**config.mk**
```make
export PLATFORM = sky130hd
export DESIGN_NAME = wb_port_arbiter
export DESIGN_NICKNAME = d
export VERILOG_FILES = /design/src/rtl/wb_port_arbiter.sv
export SDC_FILE = /design/constraint.sdc
export NUM_CORES = 1
export LEC_CHECK = 0
export CAP_MARGIN = 20
export CORE_MARGIN = 8
export CORE_UTILIZATION = 24
export CTS_BUF_LIST = sky130_fd_sc_hd__clkbuf_8
export DETAILED_ROUTE_END_ITERATION = 8
export PLACE_DENSITY = 0.62
export SYNTH_ARGS = -nofsm -noshare
export SYNTH_HDL_FRONTEND = slang
export SYNTH_SLANG_ARGS = --single-unit
export TNS_END_PERCENT = 5
```
**constraint.sdc**
```tcl
create_clock -name clk -period 1.5 [get_ports clk]
set_input_delay 0.45 -clock clk [delete_from_list [all_inputs] [get_ports clk]]
set_output_delay 0.45 -clock clk [all_outputs]
set_load 0.01 [all_outputs]
```
**src/rtl/wb_port_arbiter.sv**
```systemverilog
// wb_port_arbiter
// Shares the register file's single write port between the in-order pipeline
// writeback (EX/WB register) and a multi-cycle coprocessor result channel.
// The pipeline normally wins the port. A starvation counter forces a one-slot
// bubble (DRAIN then FORCE) so a waiting coprocessor result always lands.
//
// Optional feature macro: WBARB_SCOREBOARD_EN
//   defined   : busy-bit scoreboard and decode hazard_stall are built
//   undefined : no busy storage, hazard_stall tied low, scoreboard inputs ignored
module wb_port_arbiter #(
    parameter int DATA_W       = 8,
    parameter int AW           = 3,
    parameter int STARVE_LIMIT = 4
) (
    input  logic              clk,
    input  logic              reset,
    input  logic              pipe_we,
    input  logic [AW-1:0]     pipe_rd,
    input  logic [DATA_W-1:0] pipe_data,
    input  logic              cp_valid,
    input  logic [AW-1:0]     cp_rd,
    input  logic [DATA_W-1:0] cp_data,
    output logic              cp_ready,
    input  logic              cp_issue,
    input  logic [AW-1:0]     cp_issue_rd,
    input  logic [AW-1:0]     id_rs1,
    input  logic [AW-1:0]     id_rs2,
    input  logic              id_we,
    input  logic [AW-1:0]     id_rd,
    output logic              hazard_stall,
    output logic              stall_pipe,
    output logic              rf_we,
    output logic [AW-1:0]     rf_waddr,
    output logic [DATA_W-1:0] rf_wdata
);

    typedef enum logic [1:0] {
        ST_ARB   = 2'd0,
        ST_DRAIN = 2'd1,
        ST_FORCE = 2'd2
    } state_t;

    // Counter is 4 bits wide so any limit in 1..15 fits.
    localparam logic [3:0] LIMIT_C = 4'(STARVE_LIMIT);

    state_t       state_r;
    state_t       state_s;
    logic [3:0]   starve_cnt_r;
    logic [3:0]   starve_cnt_s;
    logic         grant_pipe_s;
    logic         grant_cp_s;
    logic         stall_pipe_r;

    // Next-state, starvation counting and grant selection.
    always_comb begin
        state_s      = state_r;
        starve_cnt_s = starve_cnt_r;
        grant_pipe_s = 1'b0;
        grant_cp_s   = 1'b0;
        case (state_r)
            ST_ARB: begin
                if (pipe_we) begin
                    grant_pipe_s = 1'b1;
                end else if (cp_valid) begin
                    grant_cp_s = 1'b1;
                end else begin
                    grant_pipe_s = 1'b0;
                end
                // Only a cycle where both sources want the port counts as blocked.
                if (pipe_we && cp_valid) begin
                    if ((starve_cnt_r + 4'd1) == LIMIT_C) begin
                        starve_cnt_s = 4'd0;
                        state_s      = ST_DRAIN;
                    end else begin
                        starve_cnt_s = starve_cnt_r + 4'd1;
                    end
                end else begin
                    starve_cnt_s = 4'd0;
                end
            end
            ST_DRAIN: begin
                // The result already in EX/WB still gets its slot; the bubble
                // requested by stall_pipe arrives one cycle later (FORCE).
                starve_cnt_s = 4'd0;
                if (pipe_we) begin
                    grant_pipe_s = 1'b1;
                    state_s      = ST_FORCE;
                end else begin
                    grant_cp_s = cp_valid;
                    state_s    = ST_ARB;
                end
            end
            ST_FORCE: begin
                // Coprocessor owns the slot; a pipeline write here is dropped.
                starve_cnt_s = 4'd0;
                grant_cp_s   = cp_valid;
                state_s      = ST_ARB;
            end
            default: begin
                starve_cnt_s = 4'd0;
                state_s      = ST_ARB;
            end
        endcase
    end

    // Arbiter state, starvation counter and registered bubble request.
    always_ff @(posedge clk or negedge reset) begin
        if (!reset) begin
            state_r      <= ST_ARB;
            starve_cnt_r <= 4'd0;
            stall_pipe_r <= 1'b0;
        end else begin
            state_r      <= state_s;
            starve_cnt_r <= starve_cnt_s;
            stall_pipe_r <= (state_s != ST_ARB);
        end
    end

    // Registered write port: granted source is written, otherwise address/data hold.
    always_ff @(posedge clk or negedge reset) begin
        if (!reset) begin
            rf_we    <= 1'b0;
            rf_waddr <= '0;
            rf_wdata <= '0;
        end else if (grant_pipe_s) begin
            rf_we    <= 1'b1;
            rf_waddr <= pipe_rd;
            rf_wdata <= pipe_data;
        end else if (grant_cp_s) begin
            rf_we    <= 1'b1;
            rf_waddr <= cp_rd;
            rf_wdata <= cp_data;
        end else begin
            rf_we    <= 1'b0;
        end
    end

    assign cp_ready   = reset & grant_cp_s;
    assign stall_pipe = stall_pipe_r;

`ifdef WBARB_SCOREBOARD_EN
    logic [2**AW-1:0] busy_r;
    logic [2**AW-1:0] busy_s;

    // Busy vector update: clear on coprocessor grant, issue applied last so it wins.
    always_comb begin
        busy_s = busy_r;
        if (grant_cp_s) begin
            busy_s[cp_rd] = 1'b0;
        end else begin
            busy_s[cp_rd] = busy_r[cp_rd];
        end
        if (cp_issue) begin
            busy_s[cp_issue_rd] = 1'b1;
        end else begin
            busy_s[cp_issue_rd] = busy_s[cp_issue_rd];
        end
    end

    // Busy vector storage.
    always_ff @(posedge clk or negedge reset) begin
        if (!reset) begin
            busy_r <= '0;
        end else begin
            busy_r <= busy_s;
        end
    end

    assign hazard_stall = reset & (busy_r[id_rs1] | busy_r[id_rs2] | (id_we & busy_r[id_rd]));
`else
    // Scoreboard inputs stay on the port list but have no function in this build.
    logic unused_sb_s;
    assign unused_sb_s  = ^{cp_issue, cp_issue_rd, id_rs1, id_rs2, id_we, id_rd};
    assign hazard_stall = 1'b0;
`endif

endmodule

```
### After elaboration in Yosys (flattened, before gate mapping)

Cells that the tools add are included.

| word-level totals | value |
|---|---|
| flip-flop bits (word level) | 19 |
| bits of input ports | 40 |
| output and inout bits | 15 |
| logic and storage cells | 35 |

| cells by class | value |
|---|---|
| add/sub/neg operators | 1 |
| equal/unequal tests | 3 |
| mux-type cells | 19 |
| bitwise gates (word level) | 1 |
| reductions and logical operators | 5 |

Operators with widths:

| kind | number |
|---|---|
| $mux W8 | 2 |
| $mux W4 | 3 |
| $mux W1 | 7 |
| $mux W2 | 3 |
| $mux W3 | 2 |
| $add A4 B1 Y4 const B | 1 |
| $eq A4 B3 Y1 const B | 1 |
| $pmux W2 S2 | 1 |
| $reduce_bool A2 Y1 | 2 |
| $pmux W1 S3 | 1 |
| $eq A2 B1 Y1 const B | 1 |
| $eq A2 B2 Y1 const B | 1 |
| $logic_not A2 Y1 | 1 |
| $reduce_or A2 Y1 | 1 |
| $and A1 B1 Y1 | 1 |
| $logic_and A1 B1 Y1 | 1 |

### Longest topological paths before layout

| logic depth | value |
|---|---|
| depth in word-level cells | 6 |
| mapped depth | 5 |
| depth with buffers taken out | 4 |

### Worst setup path after synthesis

No wires, ideal clock.

| path | value |
|---|---|
| path kind | input port to output port |
| start point | input port pipe_we |
| end point | output port cp_ready |
| data arrival time | 1.179 ns |
| required time | 1.050 ns |
| slack | -0.129 ns |
| cell stages on the path | 4 |
| path buffers | 2 |
| cell sequence | nor2b_1 buf_6 buf_8 a211oi_1 |

| between the ends | value |
|---|---|
| word-level cells in the longest chain between the ends | 3 |
| elaborated cells between the ends (all ways) | 4 |
| those cells by class | mux (3); bitwise (1) |

RTL lines:

| element | line | source |
|---|---|---|
| from (decl) | 17 | `input logic pipe_we,` |
| $mux W1 (on tied branches) | 85, 62 |  |
| $pmux W1 S3 (*) | 60 | `case (state_r)` |
| $and A1 B1 Y1 (*) | 138 | `assign cp_ready = reset & grant_cp_s;` |
| to (decl) | 23 | `output logic cp_ready,` |

Mark *: on every way between the ends. The rest lies on a longest branch, timed or not.

### Worst setup path in the final report

Ends and elaborated chain as after synthesis.

==> impl_summary.log <==
INFO  metric viasPerCell = 4.39
INFO  metric worst-path-buf-inv = 2
INFO  metric crit_path_start_kind = primary input
INFO  metric multi_input_comb_area = 527 um^2
INFO  metric failed_checks = negative setup slack
INFO  metric num_antenna_cells = 0
INFO  metric globalRouteTotalUtil = 8.11%
INFO  metric place.gp.congestion = 0.719
INFO  metric die-height = 81.1 um
INFO  metric maxCapViolations = 0
INFO  metric fin_crit_sh = 101%
INFO  metric skew = 3.34 ps
INFO  metric grt_remaining_overflow = 0
INFO  metric port_buffer_count = 39
INFO  metric delay_of_the_slowest_cell_on_the_worst_path = 190 ps
INFO  metric drv_slew = 0
INFO  metric synthCells = 76
INFO  metric worst_path_max_delay_cell = sky130_fd_sc_hd__clkdlybuf4s15_2
INFO  metric synth_nets = 118
INFO  metric detail_route.iter0.violations = 16
INFO  metric detailed_place_hpwl = 1980 um
INFO  metric cp-end-kind = primary output
INFO  metric clockRootBuffer = sky130_fd_sc_hd__clkbuf_8
INFO  metric synthFlopType = sky130_fd_sc_hd__dfrtp_1
INFO  metric count_of_filler_cells_inserted_in_the_layout = 390
INFO  metric rows = 23
INFO  metric design.core.area = 4060 um^2
INFO  metric dieWidth = 81.1 um
INFO  metric antenna_found_initial = 0
INFO  metric detailedRoute.firstPassIterationCount = 4
INFO  metric cp_cell_instances = clkdlybuf4s15_2 -> nor2b_4 -> a211oi_4 -> buf_2
INFO  metric vias = 760
INFO  metric netlist_area = 1020 um^2
INFO  metric drc = 0
INFO  metric initial_core_util = 25.1%
INFO  metric postLayoutSetupSlackWorst = -17.5 ps
INFO  metric power_per_cell_area = 748 nW/um^2
INFO  metric totalWireLength = 2550 um
INFO  metric fp.dieArea = 6580 um^2
INFO  metric via_count_of_the_first_global_routing_pass = 837
INFO  metric synth.yosys.seq_area_share = 46.7%
INFO  metric final-hold-violation-count = 0
INFO  metric fmaxAchievable = 659 MHz
INFO  metric finish.net_count = 166
INFO  metric synth_async_sr_flop_share = 100%
INFO  metric setup_repair_after_global_routing_missed_its_margin = true
INFO  metric mostFrequentLayoutCells = sky130_fd_sc_hd__clkdlybuf4s50_1, sky130_fd_sc_hd__dfrtp_1, sky130_fd_sc_hd__mux2_4
INFO  metric largest_delay_share_family_worst_path = buffers and inverters
INFO  metric worst_skew_pair.late_latency = 250 ps
INFO  metric clockBufferDepth = 2
INFO  metric cts_buffers = 3
INFO  metric post_route_cells_drive_above_1_share = 36.6%
INFO  metric final.min_clock_period = 1520 ps
INFO  metric setup_viol_count_final = 3
INFO  metric most_common_cell_after_layout_fill_and_taps_aside = sky130_fd_sc_hd__clkdlybuf4s50_1
INFO  metric ys_types = 26
INFO  metric relative_area_change_from_synthesis_to_final_layout = 53.6%
INFO  metric ys_seq_elements = 19
INFO  metric clock_tree_from_tritoncts = built
INFO  metric totalPowerFinal = 1.17 mW
INFO  metric final_antenna_violating_net_count = 0
INFO  metric postCtsHoldBufs = 0
INFO  metric synth_area_per_cell = 13.4 um^2
INFO  metric clkTransAtPathRegs = 70 ps
INFO  metric worst-endpoint-arrival = 1070 ps
INFO  metric run_status = finished, violations left
INFO  metric grt_max_degree = 20
INFO  metric critPathMaxFanout = 2
INFO  metric grt_first_pass_wirelength = 4200 um
INFO  metric post-place-cells = 168
INFO  metric clkSinkCount = 19
INFO  metric layout.area.seq = 478 um^2
INFO  metric cts-htree-levels = 1
INFO  metric ir_worst_vdd = 0.000448 V
INFO  metric floorplan.io_pins = 55
INFO  metric synth-edff-count = 0
INFO  metric timing.critical_path.required = 1050 ps
INFO  metric synth-warning-count = 0
INFO  metric route.detailed.wl_per_inst = 14.8 um
INFO  metric critPathKind = primary input to primary output
INFO  metric layout.cells.non_filler = 173
INFO  metric min-delay-path-class = primary input to asynchronous set/reset pin
INFO  metric power.leakage = 0.728 nW
-- per-layer routing --
layer / up-vias / share of wire (%) / wire length (um) / track usage, %
met4: 0 / 0.55 / 14 / 1.43
met3: 4 / 6.9 / 176 / 3.42
li1: 361 / - / - / -
met1: 373 / 41 / 1040 / 9.00
met5: - / 0 / 0 / 0
met2: 22 / 52 / 1320 / 14.3
-- synth_stat cells (2+ instances only) --
cell	instances	area, um^2
sky130_fd_sc_hd__nand3b_1	2	15.0
sky130_fd_sc_hd__a211oi_1	3	22.5
sky130_fd_sc_hd__dfrtp_1	19	475
sky130_fd_sc_hd__ha_1	2	25.0
sky130_fd_sc_hd__inv_1	4	15.0
sky130_fd_sc_hd__mux2_2	10	113
sky130_fd_sc_hd__nor2_1	4	15.0
sky130_fd_sc_hd__nor3b_1	2	15.0
sky130_fd_sc_hd__mux2_4	12	180
sky130_fd_sc_hd__buf_4	2	15.0
-- cells by family (layout without fill, tap and decap cells) --
logic type | count (synthesis) | in the layout | share of synthesized area [%]
muxes | 22 | 22 | 28.7
DFF | 19 | 19 | 46.7
AOI/OAI and AO/OA | 8 | 8 | 6.39
other | 1 | 1 | 0.368
xor gates and xnor gates | 2 | 2 | 1.72
and+or+nand+nor | 14 | 14 | 8.11
buffers and inverters | 8 | 55 | 5.53
adders and majority gates | 2 | 2 | 2.46
-- final timing paths --
check	startpoint	to	slack [ps]	depth (start not counted)
worst max-delay path	pipe_we	cp_ready	-20	4
worst min register to register	rf_wdata[2]$_DFFE_PN0P_	rf_wdata[2]$_DFFE_PN0P_	500	1
worst min-delay path	reset	rf_wdata[1]$_DFFE_PN0P_	170	2
max in group asynchronous	reset	starve_cnt_r[1]$_DFF_PN0_	1100	2
worst max register to register	state_r[1]$_DFF_PN0_	rf_wdata[5]$_DFFE_PN0P_	-10	4
min in group clk	rf_wdata[2]$_DFFE_PN0P_	rf_wdata[2]$_DFFE_PN0P_	500	1
-- registers in the layout, summed over array words and instances (netlist names) --
register and cells:
rf_waddr 3, stall_pipe 1, state_r 2, starve_cnt_r 4, rf_we 1, rf_wdata 8
-- where the power goes --
part | switching (mW) | internal, mW
combinational | 0.0957 | 0.174
sequential | 0.0167 | 0.545
clock | 0.156 | 0.182
-- stage by stage --
stage                     hold WS, ps  setup WS, ps  TNS [ps]  instance area (um^2)  util, %
after floorplan                   154         -3.21     -19.2                  1030        -
after global placement            492          -734     -9970                  1500     36.9
after detailed placement          492          -734    -10990                  1500     36.9
after CTS                         291         -33.0      -132                  1560     38.5
after global routing              200         -63.3      -486                  1560     38.5
final                             173         -17.5     -35.7                  1560     38.5
-- cell type report --
class                      count  share of cell area [%]
clock buffer                   3                    2.64
clock inverter                 1                   0.240
inverter                       4                   0.960
multi-input combinational     49                    33.7
sequential                    19                    30.6
tap                           50                    4.00
timing repair buffer          47                    27.9
-- what timing repair did --
action,4_1_cts,5_1_grt
pin swaps,1,0
gates resized for setup,33,6
buffers inserted,1,0
setup endpoints to repair,30,15
-- worst reg2reg max path: cells and delay by family, from the launching register on --
kind / cells / cell delay, ps
flip-flops: 1 / 450
buffers and inverters: 1 / 180
multiplexers: 2 / 600
AND/OR/NAND/NOR: 1 / 180
Note: power is estimated with default switching activity, not from simulation.
